<file path="config.mk">
export PLATFORM = sky130hd
export DESIGN_NAME = yuv444_to_yuv422
export DESIGN_NICKNAME = d
export VERILOG_FILES = /design/src/rtl/yuv444_to_yuv422_pkg.sv /design/src/rtl/chroma_avg.sv /design/src/rtl/yuv444_to_yuv422.sv
export SDC_FILE = /design/constraint.sdc
export NUM_CORES = 1
export LEC_CHECK = 0
export ABC_AREA = 1
export BUFFER_PORTS_ARGS = -buffer_cell sky130_fd_sc_hd__buf_2
export CAP_MARGIN = 40
export CORE_UTILIZATION = 50
export CTS_BUF_LIST = sky130_fd_sc_hd__clkbuf_16
export CTS_CLUSTER_SIZE = 14
export DETAILED_ROUTE_END_ITERATION = 10
export PLACE_DENSITY = 0.72
export SLEW_MARGIN = 10
export SYNTH_ARGS = -nofsm -noshare
export SYNTH_HDL_FRONTEND = slang
export SYNTH_SLANG_ARGS = --single-unit
</file>
<file path="constraint.sdc">
create_clock -name clk -period 2.01 [get_ports clk]
set_input_delay 0.3015 -clock clk [delete_from_list [all_inputs] [get_ports clk]]
set_output_delay 0.3015 -clock clk [all_outputs]
set_load 0.1 [all_outputs]
</file>
<file path="src/rtl/yuv444_to_yuv422_pkg.sv">
// Shared types and constants for the 4:4:4 to 4:2:2 chroma subsampler.
// The word-type encoding is kept identical to the one used by the rest of the video pipe.
package yuv444_to_yuv422_pkg;

   localparam int unsigned DTYPE_WIDTH = 3;
   localparam int unsigned META_WIDTH  = 16;

   localparam logic [DTYPE_WIDTH-1:0] DTYPE_PIXEL = DTYPE_WIDTH'(1);

   typedef enum logic {
      EMPTY = 1'b0,
      HOLD  = 1'b1
   } pair_state_t;

   // Type and sideband that travel unchanged with every word.
   typedef struct packed {
      logic [DTYPE_WIDTH-1:0] dtype;
      logic [META_WIDTH-1:0]  meta;
   } word_tag_t;

   function automatic logic is_pixel(input logic [DTYPE_WIDTH-1:0] dtype);
      return dtype == DTYPE_PIXEL;
   endfunction

endpackage

</file>
<file path="src/rtl/chroma_avg.sv">
// Signed rounding average of two chroma samples: (a + b + 1) >>> 1.
// One guard bit is enough, so the result always fits back into PIXEL_WIDTH.
module chroma_avg #(
   parameter int unsigned PIXEL_WIDTH = 8
) (
   input  logic [PIXEL_WIDTH-1:0] a,
   input  logic [PIXEL_WIDTH-1:0] b,
   output logic [PIXEL_WIDTH-1:0] avg_c
);

   logic signed [PIXEL_WIDTH:0] a_ext_c;
   logic signed [PIXEL_WIDTH:0] b_ext_c;
   logic signed [PIXEL_WIDTH:0] sum_c;
   logic signed [PIXEL_WIDTH:0] half_c;

   always_comb begin
      a_ext_c = $signed({a[PIXEL_WIDTH-1], a});
      b_ext_c = $signed({b[PIXEL_WIDTH-1], b});
      sum_c   = a_ext_c + b_ext_c + $signed((PIXEL_WIDTH+1)'(1));
      half_c  = sum_c >>> 1;
      avg_c   = PIXEL_WIDTH'(half_c);
   end

endmodule

</file>
<file path="src/rtl/yuv444_to_yuv422.sv">
// 4:4:4 to 4:2:2 chroma subsampler: pairs pixels, averages U onto the even and V onto
// the odd pixel, and passes non-pixel words through in order with fixed latency.
module yuv444_to_yuv422
   import yuv444_to_yuv422_pkg::*;
#(
   parameter int unsigned PIXEL_WIDTH = 8
) (
   input  logic                     clk,
   input  logic                     resetb,
   input  logic                     enable,
   input  logic                     dvi,
   input  logic [DTYPE_WIDTH-1:0]   dtypei,
   input  logic [PIXEL_WIDTH-1:0]   yi,
   input  logic [PIXEL_WIDTH-1:0]   ui,
   input  logic [PIXEL_WIDTH-1:0]   vi,
   input  logic [META_WIDTH-1:0]    meta_datai,
   output logic                     dvo,
   output logic [DTYPE_WIDTH-1:0]   dtypeo,
   output logic [2*PIXEL_WIDTH-1:0] datao,
   output logic [META_WIDTH-1:0]    meta_datao
);

   localparam int unsigned DATA_WIDTH = 2 * PIXEL_WIDTH;

   pair_state_t            state;

   // Buffered even pixel while waiting for its odd partner.
   word_tag_t              hold_tag;
   logic [PIXEL_WIDTH-1:0] hold_y;
   logic [PIXEL_WIDTH-1:0] hold_u;
   logic [PIXEL_WIDTH-1:0] hold_v;

   // Second slot: the word due one cycle after the output register.
   logic                   slot_valid;
   word_tag_t              slot_tag;
   logic [DATA_WIDTH-1:0]  slot_data;

   word_tag_t              in_tag_c;
   logic                   pair_c;
   logic [PIXEL_WIDTH-1:0] u_avg_c;
   logic [PIXEL_WIDTH-1:0] v_avg_c;

   always_comb begin
      in_tag_c.dtype = dtypei;
      in_tag_c.meta  = meta_datai;
      pair_c         = enable && is_pixel(dtypei);
   end

   chroma_avg #(
      .PIXEL_WIDTH(PIXEL_WIDTH)
   ) u_avg_u (
      .a     (hold_u),
      .b     (ui),
      .avg_c (u_avg_c)
   );

   chroma_avg #(
      .PIXEL_WIDTH(PIXEL_WIDTH)
   ) u_avg_v (
      .a     (hold_v),
      .b     (vi),
      .avg_c (v_avg_c)
   );

   // Pair FSM. A slot fill always lands in EMPTY, so the slot drains on the very next
   // edge and can never collide with a HOLD-state direct write to the output register.
   always_ff @(posedge clk) begin
      if (!resetb) begin
         state      <= EMPTY;
         hold_tag   <= '0;
         hold_y     <= '0;
         hold_u     <= '0;
         hold_v     <= '0;
         slot_valid <= 1'b0;
         slot_tag   <= '0;
         slot_data  <= '0;
         dvo        <= 1'b0;
         dtypeo     <= '0;
         datao      <= '0;
         meta_datao <= '0;
      end else begin
         dvo <= 1'b0;

         if (slot_valid) begin
            dvo        <= 1'b1;
            dtypeo     <= slot_tag.dtype;
            datao      <= slot_data;
            meta_datao <= slot_tag.meta;
            slot_valid <= 1'b0;
         end

         if (dvi) begin
            case (state)
               EMPTY: begin
                  if (pair_c) begin
                     hold_tag <= in_tag_c;
                     hold_y   <= yi;
                     hold_u   <= ui;
                     hold_v   <= vi;
                     state    <= HOLD;
                  end else begin
                     slot_valid <= 1'b1;
                     slot_tag   <= in_tag_c;
                     slot_data  <= {ui, yi};
                  end
               end
               HOLD: begin
                  // Odd partner averages; anything else flushes the held pixel as-is.
                  dvo        <= 1'b1;
                  dtypeo     <= hold_tag.dtype;
                  meta_datao <= hold_tag.meta;
                  datao      <= pair_c ? {u_avg_c, hold_y} : {hold_u, hold_y};
                  slot_valid <= 1'b1;
                  slot_tag   <= in_tag_c;
                  slot_data  <= pair_c ? {v_avg_c, yi} : {ui, yi};
                  state      <= EMPTY;
               end
               default: state <= EMPTY;
            endcase
         end
      end
   end

endmodule
</file>
==> implementation parameters <==
Parameter                              Value

Outcome
  Result of the run ... finished, final reports clean

Place
  Count of placed standard cells including taps ... roughly 920
  Hpwl dp ... 8.77 mm
  Pre-CTS WS ... 223 ps
  Port Buffer Count ... 82
  Total placed instance area ... around 0.0056 mm²
  Global placer's final weighted congestion ... 0.843

Route
  Vias ... 4,975
  Number of iterations in the first detailed-routing pass ... 5
  Average via count per standard cell ... about 5.2
  Initial DRC count ... 266
  Post-route DRC ... 0
  Antenna-violating nets left ... 0
  Wire length per cell after detailed routing ... 14.0 µm
  Total Routed Length ... between 10 and 15 mm

Timing
  Min Tclk post-route ... 1730 ps
  Worst Skew ... 4.65 ps
  Final setup violation count ... 0
  Unrepaired setup endpoints after global routing ... no
  Pin slew with the least headroom to its limit ... 654 ps
  Worst-case headroom to the max-slew limit ... 56.4%
  Min Hold Slack ... 92.8 ps
  Number of pins with negative max-slew slack in the final report ... 0
  Share of the clock period used by the worst path after layout ... 85.9%
  Highest clock rate ... 579 MHz
  Hold violation total from the final report ... 0
  Smallest setup slack after layout ... 283 ps
  Post-route setup TNS ... 0 ps

Worst setup path
  FF-to-FF setup slack ... 280 ps
  Type of destination of the critical path ... flop
  Critical Path Start Type ... flop
  Crit-path max FO ... 3
  Critical path required time ... 2370 ps
  Critical path origin ... hold_v[0]
  Reg-to-Reg Start ... hold_v[0]
  Setup Crit Path Kind ... flop to flop
  Data arrival at the endpoint of the critical path ... 2080 ps

Synth
  Post-Synthesis Mean Instance Area ... between 7 and 8 µm²
  Post-synthesis instance area ... 0.00511 mm²
  Yosys cell types ... 27
  Count of synthesis-stage warnings from yosys ... 0
  Top cells by area in the synthesized netlist ... dfxtp_1 45%, nand2_1 22%, a21oi_1 7.3%, o21ai_0 4.8%, ha_1 3.4%
  Gate Count Post-Synth ... 726
  Syn nets ... 789
  Synth Register Bits ... 116
  Sequential share of the synthesized area ... a little under half
  Cell type with the highest aggregate area in the netlist ... dfxtp_1
  Share of the synthesized area in the top cell type ... 45.5%

Floorplanning
  Die ar. ... 0.0106 mm²
  Number of primary I/O pins ... 83
  Standard-cell rows ... 36
  Chip Height ... 103 µm
  Initial Util ... 52.0%
  Die X ... between 100 and 150 µm
  Area of the placeable core ... 0.00982 mm²

Clock network
  Total number of clock tree sinks ... 116
  Maximum level of the CTS H-tree ... 4
  CTS tree ... built
  Setup fix buffers added after clock tree synthesis ... 0
  Clock transition at the register clock pins on the worst setup and hold paths after CTS ... about 50 ps
  Root buf cell ... clkbuf_16
  Post-CTS Resized ... 0
  Clock buffers created by TritonCTS ... 17
  Insertion delay to the later sink of the worst-skew pair ... 410 ps
  Number of buffers on the longest clock path ... 2
  # hold bufs at CTS ... 0

Layout
  Count of antenna diodes in the layout ... 0
  Area Growth Syn to Fin ... 22.1%
  Post-layout nets ... 868
  Final standard cell count with taps included and fillers excluded ... 951
  Ratio of cells with drive above 1 in the final layout ... between 10% and 20%
  Design area ... approximately 0.0062 mm²

Global routing
  Wire length of the first global-routing pass ... approximately 22 mm
  Pin count of the biggest net entering global routing ... 46
  Remaining Overflow, GRT ... 0
  Number of antenna violations at the first check in global routing ... 1
  Number of global-route vias before repair ... 4,717
  GRT Util Overall ... 26.8%

Power and ir drop
  Static leakage power ... between 2 and 3 nW
  Largest vdd supply drop ... 0.669 mV
  Total power density per cell area ... 1010 mW/mm²

Job
  Number of maximum-capacitance constraint violations ... 0

Hold path
  Worst min-delay path class ... input port to flop
  Critical hold path startpoint ... meta_datai[13]
## kinds of logic (layout without fill, tap and decap cells)
family	count (synthesis)	count (layout)	share of synthesized area, %
AND/OR/NAND/NOR	356	356	27.6
adder cells (fa/ha/maj)	16	16	4.21
buffers and inverters	88	180	7.20
AO/OA/AOI/OAI	148	148	15.1
XOR/XNOR	2	2	0.343
flip-flops	116	116	45.5
## worst max-delay path, cell delays in order (launching register included)
cell      delay [ps]
dfxtp_1          300
inv_1             60
nand2_1           80
fa_1             410
nand2_1           80
nand2_1           70
nand3b_1         130
nor2_1            60
o21ai_0          320
nand2_1           90
nand2_1           70
## per-layer routing
layer  part of all wire (%)  vias to the layer above  GRT usage [%]
met1                     44                     2291           33.0
met2                     47                      168           44.6
met3                    6.7                       25           6.51
li1                       -                     2491              -
met4                    2.2                        0           12.1
met5                      0                        -              0
## power by group
part | internal (mW) | switching (mW) | total [mW]
logic | 0.189 | 0.614 | 0.803
registers | 2.40 | 0.0509 | 2.45
clock network | 1.93 | 1.08 | 3.01
total | 4.52 | 1.75 | 6.27
## area by class of cell
cell class	count	area, µm²
fillers	939	3580
multi-input cells	522	2420
flip-flops and latches	116	2320
repair buffers	97	548
clock buffers	17	425
inverters	51	191
well taps	133	166
clock inverters	15	165
## metrics by stage
stage                     power, mW  util, %
after floorplan                3.09        -
after global placement         3.28     57.5
after detailed placement       3.30     57.5
after CTS                      6.30     63.5
after global routing           6.47     63.5
final                          6.27     63.5
## sequential cells by signal, summed over array words and instances (netlist names)
name and cells:
hold_tag 19, slot_tag 19, datao 16, meta_datao 16, slot_data 16, hold_u 8, hold_v 8, hold_y 8
dtypeo 3, dvo 1, slot_valid 1, state 1
## synth_stat cells
cell,n
o21ai_0,49
clkinv_1,1
nor2_1,27
nand3_2,1
o21a_1,1
or2_2,1
nand4_1,1
nand2_1,295
dfxtp_1,116
buf_6,4
fa_1,2
nor3_1,1
a31oi_1,22
nand2_2,3
buf_1,2
clkbuf_1,27
inv_1,46
xnor2_1,2
nor3_4,1
inv_2,4
ha_1,14
o22ai_1,2
buf_2,3
a21oi_1,74
nand3b_1,4
buf_4,1
nand3_1,22
## layout by cell type, fill, tap and decap left out, types with 13 or more instances in the layout
master | Yosys | layout
dfxtp_1 | 116 | 116
buf_4 | 1 | 13
inv_1 | 46 | 47
nand2_1 | 295 | 294
clkbuf_16 | 0 | 17
nand3_1 | 22 | 22
nor2_1 | 27 | 27
a31oi_1 | 22 | 22
a21oi_1 | 74 | 74
o21ai_0 | 49 | 49
buf_2 | 3 | 82
ha_1 | 14 | 14
## path summary, 6_finish.rpt
| check | end | depth (start not counted) |
|---|---|---|
| setup / recovery | slot_data[15] | 10 |
| hold / removal | slot_tag[13] | 3 |
| setup reg to reg | slot_data[15] | 10 |
| hold reg to reg | hold_tag[17] | 2 |
Note: power is estimated with default switching activity, not from simulation.
